[src/rtl/pkt_arb_pkg.sv]
// Shared types and default sizing for the packet write-port arbiter.
package pkt_arb_pkg;

    localparam int unsigned DefDataWidth = 8;
    localparam int unsigned DefNumReq    = 4;
    localparam int unsigned DefPktSize   = 10;

    typedef enum logic [0:0] {
        StIdle,
        StXfer
    } arb_state_e;

endpackage

[src/rtl/rr_arbiter.sv]
// Combinational round-robin picker: lowest requesting index at or after ptr_i, wrapping.
module rr_arbiter
    import pkt_arb_pkg::*;
#(
    parameter int unsigned NUM_REQ = DefNumReq,
    parameter int unsigned PTR_W   = (DefNumReq > 1) ? $clog2(DefNumReq) : 1
) (
    input  logic [NUM_REQ-1:0] req_i,
    input  logic [PTR_W-1:0]   ptr_i,
    output logic [NUM_REQ-1:0] gnt_o
);

    // Walk the requesters starting at the pointer; the first hit wins.
    always_comb begin : l_search
        logic        found;
        int unsigned idx;
        gnt_o = '0;
        found = 1'b0;
        idx   = 0;
        for (int unsigned i = 0; i < NUM_REQ; i++) begin
            idx = 32'(ptr_i) + i;
            if (idx >= NUM_REQ) begin
                idx = idx - NUM_REQ;
            end
            if (!found && req_i[idx]) begin
                gnt_o[idx] = 1'b1;
                found      = 1'b1;
            end
        end
    end

endmodule

[src/rtl/pkt_wr_arbiter.sv]
// Grants one requester at a time the FIFO write port for a whole fixed-size packet.
module pkt_wr_arbiter
    import pkt_arb_pkg::*;
#(
    parameter int unsigned DATA_WIDTH = DefDataWidth,
    parameter int unsigned NUM_REQ    = DefNumReq,
    parameter int unsigned PKT_SIZE   = DefPktSize
) (
    input  logic                          clk_i,
    input  logic                          rst_ni,
    input  logic [NUM_REQ-1:0]            req_i,
    input  logic [NUM_REQ*DATA_WIDTH-1:0] req_data_i,
    input  logic                          full_i,
    output logic [NUM_REQ-1:0]            gnt_o,
    output logic [NUM_REQ-1:0]            ack_o,
    output logic                          w_inc_o,
    output logic [DATA_WIDTH-1:0]         wr_data_o,
    output logic                          last_o,
    output logic                          abort_o,
    output logic                          busy_o
);

    localparam int unsigned PtrW = (NUM_REQ > 1) ? $clog2(NUM_REQ) : 1;
    localparam int unsigned CntW = $clog2(PKT_SIZE);

    arb_state_e          state_q, state_d;
    logic [NUM_REQ-1:0]  gnt_q, gnt_d;
    logic [PtrW-1:0]     ptr_q, ptr_d;
    logic [CntW-1:0]     cnt_q, cnt_d;
    logic                abort_q, abort_d;

    logic [NUM_REQ-1:0]  rr_gnt;
    logic [PtrW-1:0]     gnt_idx;
    logic [PtrW-1:0]     ptr_next;
    logic                in_xfer;
    logic                req_granted;
    logic                w_inc;
    logic                last;

    rr_arbiter #(
        .NUM_REQ (NUM_REQ),
        .PTR_W   (PtrW)
    ) u_rr_arbiter (
        .req_i (req_i),
        .ptr_i (ptr_q),
        .gnt_o (rr_gnt)
    );

    // Encode the held one-hot grant and derive the pointer for the following packet.
    always_comb begin
        gnt_idx = '0;
        for (int unsigned i = 0; i < NUM_REQ; i++) begin
            if (gnt_q[i]) begin
                gnt_idx = PtrW'(i);
            end
        end
        ptr_next = (gnt_idx == PtrW'(NUM_REQ - 1)) ? '0 : gnt_idx + PtrW'(1);
    end

    assign in_xfer     = (state_q == StXfer);
    assign req_granted = |(req_i & gnt_q);
    assign w_inc       = in_xfer & ~full_i & req_granted;
    assign last        = w_inc & (cnt_q == CntW'(PKT_SIZE - 1));

    // Byte-lane mux; forced to zero outside a transfer.
    always_comb begin
        wr_data_o = '0;
        if (in_xfer) begin
            for (int unsigned i = 0; i < NUM_REQ; i++) begin
                if (gnt_q[i]) begin
                    wr_data_o = req_data_i[i*DATA_WIDTH +: DATA_WIDTH];
                end
            end
        end
    end

    // Next-state: grant on any request in idle, leave transfer on final byte or requester drop.
    always_comb begin
        state_d = state_q;
        gnt_d   = gnt_q;
        ptr_d   = ptr_q;
        cnt_d   = cnt_q;
        abort_d = 1'b0;
        unique case (state_q)
            StIdle: begin
                if (|req_i) begin
                    gnt_d   = rr_gnt;
                    cnt_d   = '0;
                    state_d = StXfer;
                end
            end
            StXfer: begin
                if (!req_granted) begin
                    // Dropped mid-packet: no write this cycle, pointer still moves on.
                    state_d = StIdle;
                    gnt_d   = '0;
                    ptr_d   = ptr_next;
                    abort_d = 1'b1;
                end else if (last) begin
                    state_d = StIdle;
                    gnt_d   = '0;
                    ptr_d   = ptr_next;
                    cnt_d   = '0;
                end else if (w_inc) begin
                    cnt_d = cnt_q + CntW'(1);
                end
            end
            default: begin
                state_d = StIdle;
            end
        endcase
    end

    // State, grant, pointer, byte counter and abort pulse registers.
    always_ff @(posedge clk_i or negedge rst_ni) begin
        if (!rst_ni) begin
            state_q <= StIdle;
            gnt_q   <= '0;
            ptr_q   <= '0;
            cnt_q   <= '0;
            abort_q <= 1'b0;
        end else begin
            state_q <= state_d;
            gnt_q   <= gnt_d;
            ptr_q   <= ptr_d;
            cnt_q   <= cnt_d;
            abort_q <= abort_d;
        end
    end

    assign gnt_o   = gnt_q;
    assign ack_o   = gnt_q & {NUM_REQ{w_inc}};
    assign w_inc_o = w_inc;
    assign last_o  = last;
    assign abort_o = abort_q;
    assign busy_o  = in_xfer;

endmodule

[config.mk]
export PLATFORM = sky130hd
export DESIGN_NAME = pkt_wr_arbiter
export DESIGN_NICKNAME = d
export VERILOG_FILES = /design/src/rtl/pkt_arb_pkg.sv /design/src/rtl/rr_arbiter.sv /design/src/rtl/pkt_wr_arbiter.sv
export SDC_FILE = /design/constraint.sdc
export NUM_CORES = 1
export LEC_CHECK = 0
export CAP_MARGIN = 20
export CORE_MARGIN = 8
export CORE_UTILIZATION = 44
export CTS_CLUSTER_DIAMETER = 30
export DETAILED_ROUTE_END_ITERATION = 12
export PLACE_DENSITY = 0.81
export SLEW_MARGIN = 20
export SYNTH_ARGS = -nofsm -noshare
export SYNTH_HDL_FRONTEND = slang
export SYNTH_SLANG_ARGS = --single-unit
[constraint.sdc]
create_clock -name clk_i -period 5.4 [get_ports clk_i]
set_clock_uncertainty 0.1 [all_clocks]
set_input_delay 1.08 -clock clk_i [delete_from_list [all_inputs] [get_ports clk_i]]
set_output_delay 1.08 -clock clk_i [all_outputs]
set_load 0.02 [all_outputs]
After elaboration in Yosys (flattened, before gate mapping)
Index checks and enable logic that the tools add are counted.

Equal/unequal tests: 7. Magnitude comparators: 12. Muxes and demuxes: 53. Bitwise logic cells: 10. Add/subtract/negate cells: 9. Reduce and logical (&&, ||, !) cells: 15.

Operators by type and width (count): 32-bit by 1-bit >= comparator with 1-bit output, second input constant (4); 32-bit by 3-bit less-than comparator with 1-bit output, second input constant (4); 32-bit 2-to-1 mux (4); 32-bit by 3-bit >= comparator with 1-bit output, second input constant (3); 32-bit by 3-bit subtractor with 32-bit output, second input constant (3); 4-bit 2-to-1 mux (11); 8-bit 2-to-1 mux (5); 1-bit 2-to-1 mux (17); 4-bit one-hot mux with 2 select lines (2); 4-bit OR (3); 2-bit 2-to-1 mux (5); 4-bit AND (2); 1-bit binary-select mux with 2-bit select (4); 1-bit demux with 2-bit select (4); 4-bit OR reduction (2); 1-bit logical AND (7); 2-bit by 2-bit adder with 3-bit output, second input constant (2); 4-bit by 1-bit adder with 4-bit output, second input constant (1); 4-bit equality test, second input constant (1); 2-bit != test, second input constant (2); 2-bit AND reduction (2); 2-bit by 3-bit subtractor with 4-bit output, second input constant (1); 2-bit by 1-bit adder with 3-bit output, second input constant (1); 1-bit AND (3); other kinds (10) (13).

Register bits: 12. Bits of input ports: 39. Logic and storage cells: 111. Output and inout bits: 20.

Logic depth before layout (Yosys ltp)
Gate-level depths: netlist (run 1).

Depth in word-level cells: 16. Mapped depth: 8.

Modules after synthesis
From an unflattened synthesis (run 1), not the netlist that was laid out.

Cells, all modules: 141. Area total of the unflattened synthesis: 1266.2 um^2.

By module, submodules not included: pkt_wr_arbiter (seq. area each 300.3 um^2, times used 1, cells an instance 103, area an instance 908.4 um^2); rr_arbiter (seq. area each 0.0 um^2, times used 1, cells an instance 38, area an instance 357.8 um^2).

Worst setup path after synthesis (run 1)
OpenSTA, ideal clock, no wires.

Kind: input -> output. From: input port req_i[2]. To: output port last_o. Data arrival time: 1822 ps. Setup slack: 2398 ps. Data required time: 4220 ps. Buffers on the path: 1. Stages: 4. Cell sequence: a22o_1 > o21ai_0 > buf_2 > nor2_1.

Longest elaborated chain between the ends: 4.

RTL lines: from (decl) (RTL line pkt_wr_arbiter.sv:11) `input logic [NUM_REQ-1:0] req_i,`; 4-bit AND (RTL line pkt_wr_arbiter.sv:61) `assign req_granted = |(req_i & gnt_q);`; 4-bit OR reduction (RTL line pkt_wr_arbiter.sv:61); 1-bit AND (RTL line pkt_wr_arbiter.sv:62) `assign w_inc = in_xfer & ~full_i & req_granted;`; 1-bit AND (RTL line pkt_wr_arbiter.sv:63) `assign last = w_inc & (cnt_q == CntW'(PKT_SIZE - 1));`; to (decl) (RTL line pkt_wr_arbiter.sv:18) `output logic last_o,`.

No other way between the ends.

Worst setup path in the final report (run 1)
Same ends and word-level chain as after synthesis.

==> summary.md, run 1 <==
| Metric | Value |
|---|---|
| Status | `complete, no violations` |
| Post-route cell area | `0.002022 sq mm` |
| Antenna cells | `0` |
| I/O pins | `59` |
| DRC | `0` |
| H-tree lvl count | `1` |
| Routed wire per std cell | `18.48 microns` |
| Critical Path Start | `req_i[2]` |
| Slew @ Worst Pin | `570.8 ps` |
| Post-CTS setup buffer count | `0` |
| Total length of routed wires | `4933 microns` |
| First-pass GRT wire length | `7803 microns` |
| Setup TNS Final | `0 ps` |
| Final setup viols | `0` |
| Vias in the first global route | `1576` |
| Register area share after synthesis | `21.45%` |
| Row cnt | `20` |
| VDD IR max | `0.2360 mV` |
| Filler cell count | `256` |
| Cell Int Power | `0.4547 mW` |
| Largest net degree at the start of global routing | `18` |
| Synth Area in Adders | `5.362%` |
| Initial antenna violation count | `0` |
| Most frequent cells in the layout | `clkdlybuf4s50_1 (58), nand2_1 (15), o21ai_0 (13)` |
| Switching Fraction | `49.05%` |
| Gr usage total | `18.50%` |
| CTS tree | `done` |
| Simple-Gate Fraction of Synth Area | `22.70%` |
| Hold-fix buffer count after cts | `0` |
| Core area | `0.003053 sq mm` |
| Netlist cell types | `40` |
| P&R area growth vs syn | `44.41%` |
| Root Driver | `clkbuf_4` |
| Compound-Gate Fraction of Synth Area | `32.35%` |
| Final Max Tran Viols | `0` |
| Starting Density | `45.86%` |
| Synth Warn # | `0` |
| Detailed placer's ending HPWL | `3771 microns` |
| Peak Freq | `238.0 MHz` |
| Placer Congestion | `0.8346` |
| Post-CTS Resized | `0` |
| IO buf count | `58` |
| Met2 wire length | `2177 microns` |
| Min cycle time layout | `4202 ps` |
| Psw | `0.4377 mW` |
| Clock share of power | `8.4%` |
| ANT nets after route | `0` |
| Routed via count | `1668` |
| Synth Instances | `171` |
| Main combinational cell family by area after synthesis | `compound AO/OA/AOI/OAI gates` |
| Top sig layer | `met4` |
| Placed Area | `0.001986 sq mm` |
| Met3 WL | `521 microns` |
| Pleak | `0.7726 nW` |
| Initial DRC count | `113` |
| Die ar. | `0.005243 sq mm` |
| Avg Vias per Cell | `6.247` |
| Syn Nets | `216` |
| First-pass detailed-route iteration total | `4` |
| Pwr Total | `0.8923 mW` |
| Max clock buf depth | `2` |
| Worst r2r src | `ptr_q[0]` |
| Layout cells sized above 1 | `6.278%` |
| XOR/XNOR Fraction of Synth Area | `0%` |
| Slew margin rel. | `60.96%` |
| Final worst path period share | `77.82%` |
| RSZ-0062 raised after global routing | `no` |
| Crit path capture type | `primary output` |
| Commonest non-fill, non-tap cell in the layout | `clkdlybuf4s50_1` |
| Total grt overflow | `0` |
| Die W | `72.41 microns` |
| PnR worst setup slack | `1198 ps` |
| Worst hold path type | `reg2reg` |
| Mean area per synthesized cell | `8.188 sq um` |
| Multiplexer share of the synthesized area | `11.35%` |
| Worst Path Max Fanout | `11` |
| Mapped cell area | `0.001400 sq mm` |
| Yosys reg bits | `12` |
| MaxCap Viol Count | `0` |
| Die H | `72.41 microns` |
| Setup crit start kind | `input pin` |
| Setup WS pre-CTS | `1221 ps` |
| CTS buffer count | `3` |
| Fin nets | `269` |
| Final Hold Vio Count | `0` |
| Critical path arrival | `3020 ps` |
| Worst EP required | `4220 ps` |
| Seq pwr share | `21.7%` |
| Logic pwr share | `69.9%` |
| Pwr Density | `441.3 mW/mm^2` |
| CTS Sinks | `12` |
| Worst hold slack | `453.4 ps` |
| Worst-skew pair later-pin latency | `280 ps` |
| CTS clock-pin slew for the worst setup and hold paths | `80 ps` |
| Worst hold start | `cnt_q[0]` |
| WS Path Type | `in2out` |
| M1 WL | `2172 microns` |
layout make-up:
type	count	area (sq um)	area share, %
inverters	10	37.54	1.856
multi-input cells	138	1005	49.69
repair buffers	59	588.1	29.08
well taps	44	55.05	2.723
flip-flops and latches	12	300.3	14.85
clock buffers	4	36.28	1.795
per-layer routing:
metal	vias to the layer above	global-route usage, %
li1	767	-
met1	778	24.02
met2	114	30.39
met3	9	3.581
met4	0	4.667
met5	-	0
kinds of logic after synthesis:
logic type | after synthesis
buf+inv | 21
compound gates | 64
mux | 11
fa+ha+maj | 6
simple gates | 57
flops | 12
power by group through the flow:
stage                     Clock, mW  Sequential (mW)  Combinational, mW
final                        0.0750            0.194              0.623
after CTS                    0.0754            0.192              0.620
after detailed placement          0            0.194              0.617
after floorplan                   0            0.169              0.428
after global placement            0            0.192              0.602
after global routing         0.0783            0.202              0.672
flip-flops by register name, indices dropped and copies added, names as in the netlist:
name,flops
gnt_o,4
cnt_q,4
ptr_q,2
busy_o,1
abort_o,1
cell usage after synthesis:
cell type | instances | area share (%)
mux2i_4 | 2 | 3.2
or4_1 | 1 | 0.54
buf_6 | 2 | 1.6
nor2_4 | 1 | 0.80
o31ai_1 | 2 | 1.1
and4_1 | 4 | 2.5
nor3b_1 | 4 | 2.1
a31oi_1 | 1 | 0.45
a21oi_2 | 1 | 0.63
nand2b_1 | 4 | 1.8
a21o_1 | 1 | 0.54
nand2_1 | 15 | 4.0
inv_1 | 9 | 2.4
o22ai_1 | 4 | 1.8
and2_4 | 1 | 0.63
a22o_1 | 2 | 1.3
clkinv_1 | 1 | 0.27
o211ai_1 | 9 | 4.8
o221ai_1 | 4 | 2.5
nor2b_1 | 4 | 1.8
clkbuf_1 | 8 | 2.1
buf_2 | 1 | 0.36
a2111oi_0 | 4 | 2.5
mux2_2 | 2 | 1.6
mux2i_1 | 5 | 3.6
o21ai_0 | 13 | 4.6
and3_1 | 5 | 2.2
a221o_1 | 8 | 5.7
mux4_1 | 1 | 1.9
a21oi_1 | 11 | 3.9
nand3_1 | 5 | 1.8
nor2_1 | 10 | 2.7
o21a_1 | 1 | 0.54
a22oi_1 | 2 | 1.1
mux2_4 | 1 | 1.1
ha_1 | 6 | 5.4
nor4bb_1 | 2 | 1.4
nor3_1 | 1 | 0.36
dfrtp_1 | 12 | 21
o211ai_2 | 1 | 0.89
critical path, stage by stage:
cell and delay (ps):
clkdlybuf4s50_1 660, a22o_1 270, o21ai_0 110, buf_4 180, nor2_1 100, clkdlybuf4s50_1 610
worst paths after layout:
| path | endpoint | slack, ps | cells past startpoint |
|---|---|---|---|
| worst min register to register | cnt_q[0] | 450 | 1 |
| min in group asynchronous | cnt_q[1] | 1050 | 1 |
| worst min-delay path | cnt_q[0] | 450 | 1 |
| max in group asynchronous | gnt_o[0] | 3800 | 1 |
| worst max register to register | gnt_o[2] | 2670 | 5 |
| worst max-delay path | last_o | 1200 | 6 |
stage by stage:
step	util [%]	instances
final	66.23	267
after detailed placement	65.04	263
after floorplan	-	171
after CTS	66.23	267
after global placement	65.04	263
after global routing	66.23	267
No activity file was read; power rests on OpenSTA's default activity.
==> inputs of run 2 (changes only) <==
--- a/config.mk
+++ b/config.mk
@@ -7,10 +7,10 @@
 export LEC_CHECK = 0
 export CAP_MARGIN = 20
 export CORE_MARGIN = 8
-export CORE_UTILIZATION = 44
+export CORE_UTILIZATION = 39
 export CTS_CLUSTER_DIAMETER = 30
 export DETAILED_ROUTE_END_ITERATION = 12
-export PLACE_DENSITY = 0.81
+export PLACE_DENSITY = 0.76
 export SLEW_MARGIN = 20
 export SYNTH_ARGS = -nofsm -noshare
 export SYNTH_HDL_FRONTEND = slang
==> constraint.sdc (replaced) <==
create_clock -name clk_i -period 3.4 [get_ports clk_i]
set_clock_uncertainty 0.1 [all_clocks]
set_input_delay 0.68 -clock clk_i [delete_from_list [all_inputs] [get_ports clk_i]]
set_output_delay 0.68 -clock clk_i [all_outputs]
set_load 0.02 [all_outputs]
==> summary.md, run 2 (synthesis results as in run 1) <==
| Metric | Value |
|---|---|
| Final core utilization | `60.83% (was 66.23%)` |
| Routed via count | `1604 (was 1668)` |
| Post-Place Cells | `270 (was 263)` |
| Setup WS pre-CTS | `233.8 ps (was 1221 ps)` |
| Post-route cell area | `0.002062 sq mm (was 0.002022 sq mm)` |
| Min cycle time layout | `3178 ps` |
| Setup TNS Final | `0 ps (unchanged)` |
| Crit-path leading delay family | `buffers and inverters (unchanged)` |
| Starting Density | `41.31% (was 45.86%)` |
| Seq pwr share | `20.6% (was 21.7%)` |
| ANT nets after route | `0 (unchanged)` |
| Initial DRC count | `50 (was 113)` |
| Final Non-Filler Cells | `274 (was 267)` |
| Stages on the worst setup path | `5 (was 6)` |
| Total length of routed wires | `4764 microns (was 4933 microns)` |
| Vias in the first global route | `1611 (was 1576)` |
| WS Path Type | `reg2out (was in2out)` |
| Root Driver | `clkbuf_4 (unchanged)` |
| DRC | `0 (unchanged)` |
| Worst hold slack | `450.6 ps (was 453.4 ps)` |
| R2r endpoint | `gnt_o[1] (was gnt_o[2])` |
| Post-CTS setup buffer count | `0 (unchanged)` |
| Avg Vias per Cell | `5.854 (was 6.247)` |
| Final setup viols | `0 (unchanged)` |
| Worst reg-to-reg setup slack | `710 ps (was 2670 ps)` |
| Layout cells sized above 1 | `8.333% (was 6.278%)` |
| Worst hold path type | `reg2reg (unchanged)` |
| RSZ-0062 raised after global routing | `no (unchanged)` |
| Die H | `75.92 microns (was 72.41 microns)` |
| Worst r2r src | `ptr_q[0] (unchanged)` |
| Commonest non-fill, non-tap cell in the layout | `clkdlybuf4s50_1 (unchanged)` |
| Fin nets | `274 (was 269)` |
| Number of buffer and inverter stages on the critical path | `1 (was 3)` |
| Antenna cells | `0 (unchanged)` |
| IO buf count | `58 (unchanged)` |
| Die ar. | `0.005763 sq mm (was 0.005243 sq mm)` |
| Worst Path Max Fanout | `8 (was 11)` |
| H-tree lvl count | `1 (unchanged)` |
| MaxCap Viol Count | `0 (unchanged)` |
| Setup crit start kind | `flip-flop (was input pin)` |
| Placed Area | `0.002026 sq mm (was 0.001986 sq mm)` |
| Critical path arrival | `2400 ps (was 3020 ps)` |
| Routed wire per std cell | `17.39 microns (was 18.48 microns)` |
| Gr usage total | `15.37% (was 18.50%)` |
| Worst EP required | `2620 ps (was 4220 ps)` |
| Post-CTS Resized | `0 (unchanged)` |
| Status | `complete, no violations (unchanged)` |
| Largest net degree at the start of global routing | `18 (unchanged)` |
| Final Max Tran Viols | `0 (unchanged)` |
| Detailed placer's ending HPWL | `3767 microns (was 3771 microns)` |
| PnR worst setup slack | `222.3 ps (was 1198 ps)` |
| Final worst path period share | `93.46%` |
| Filler cell count | `321 (was 256)` |
| Pwr Total | `1.425 mW (was 0.8923 mW)` |
| CTS buffer count | `3 (unchanged)` |
| I/O pins | `59 (unchanged)` |
| Crit path capture type | `primary output (unchanged)` |
| Most frequent cells in the layout | `clkdlybuf4s50_1 (58), nand2_1 (15), o21ai_0 (13) (unchanged)` |
| Crit-path slowest cell | `clkdlybuf4s50_1 (unchanged)` |
| VDD IR max | `0.3101 mV (was 0.2360 mV)` |
| CTS clock-pin slew for the worst setup and hold paths | `80 ps (about the same)` |
| Peak Freq | `314.7 MHz` |
| Critical path cell sequence | `nor2b_1 > a221o_1 > o211ai_1 > a21oi_1 > clkdlybuf4s50_1 (was clkdlybuf4s50_1 > a22o_1 > o21ai_0 > buf_4 > nor2_1 > clkdlybuf4s50_1)` |
| Hold-fix buffer count after cts | `0 (unchanged)` |
| Placer Congestion | `0.9240 (was 0.8346)` |
| Pleak | `0.7970 nW (was 0.7726 nW)` |
| Clock share of power | `8.3% (was 8.4%)` |
| Cell Int Power | `0.7303 mW (was 0.4547 mW)` |
| Crit path to | `wr_data_o[1] (was last_o)` |
| Critical Path Start | `gnt_o[0] (was req_i[2])` |
| First-pass detailed-route iteration total | `4 (unchanged)` |
| Final Hold Vio Count | `0 (unchanged)` |
| Die W | `75.92 microns (was 72.41 microns)` |
| CTS Sinks | `12 (unchanged)` |
| First-pass GRT wire length | `7527 microns (was 7803 microns)` |
| Max clock buf depth | `2 (unchanged)` |
| Pwr Density | `691.1 mW/mm^2 (was 441.3 mW/mm^2)` |
| Reg2Reg Depth | `5 (unchanged)` |
| Slew @ Worst Pin | `653.4 ps (was 570.8 ps)` |
| Worst-skew pair later-pin latency | `280 ps (about the same)` |
| Psw | `0.6947 mW (was 0.4377 mW)` |
| Slew margin rel. | `55.32% (was 60.96%)` |
| Total grt overflow | `0 (unchanged)` |
| P&R area growth vs syn | `47.27% (was 44.41%)` |
| Core area | `0.003390 sq mm (was 0.003053 sq mm)` |
| Initial antenna violation count | `0 (unchanged)` |
| CTS tree | `done (unchanged)` |
| Max stage delay on crit path | `640 ps (was 660 ps)` |
| Switching Fraction | `48.75% (was 49.05%)` |
| Row cnt | `21 (was 20)` |
| Logic pwr share | `71.0% (was 69.9%)` |
-- run 2: changes by cell type in the layout (fill, tap and decap cells not counted) --
| cell | delta |
|---|---|
| buf_4 | +5 |
-- run 2: layer usage --
metal  global-route usage (%)  wire length [microns]
met1                    16.32                   1915
met2                    28.28                   2462
met3                    5.307                    355
met4                    3.137                     31
met5                        0                      0
-- run 2: how the worst min path moves through the flow --
| stage | startpoint | end | slack, ps | depth (start not counted) |
|---|---|---|---|---|
| 2_1_floorplan | rst_ni | abort_o | 280 | 0 |
| 3_3_place_gp | cnt_q[0] | cnt_q[0] | 440 | 1 |
| 3_5_place_dp | cnt_q[0] | cnt_q[0] | 440 | 1 |
| 4_1_cts | cnt_q[0] | cnt_q[0] | 450 | 1 |
| 5_1_grt | cnt_q[0] | cnt_q[0] | 470 | 1 |
| 6_report | cnt_q[0] | cnt_q[0] | 450 | 1 |
-- run 2: cell type report --
class	instances	area, sq um	share of cell area [%]
sequential	12	300.3	14.56
timing repair buffer	64	625.6	30.34
inverter	10	37.54	1.820
clock buffer	4	36.28	1.760
tap	46	57.56	2.791
multi-input combinational	138	1005	48.73
-- run 2: power groups by stage --
stage | Combinational [mW] | Clock [mW] | Sequential (mW)
4_1_cts | 1.02 | 0.122 | 0.295
3_5_place_dp | 1.01 | 0 | 0.298
3_3_place_gp | 1.00 | 0 | 0.297
5_1_grt | 1.10 | 0.123 | 0.303
2_1_floorplan | 0.680 | 0 | 0.268
6_report | 1.01 | 0.119 | 0.294
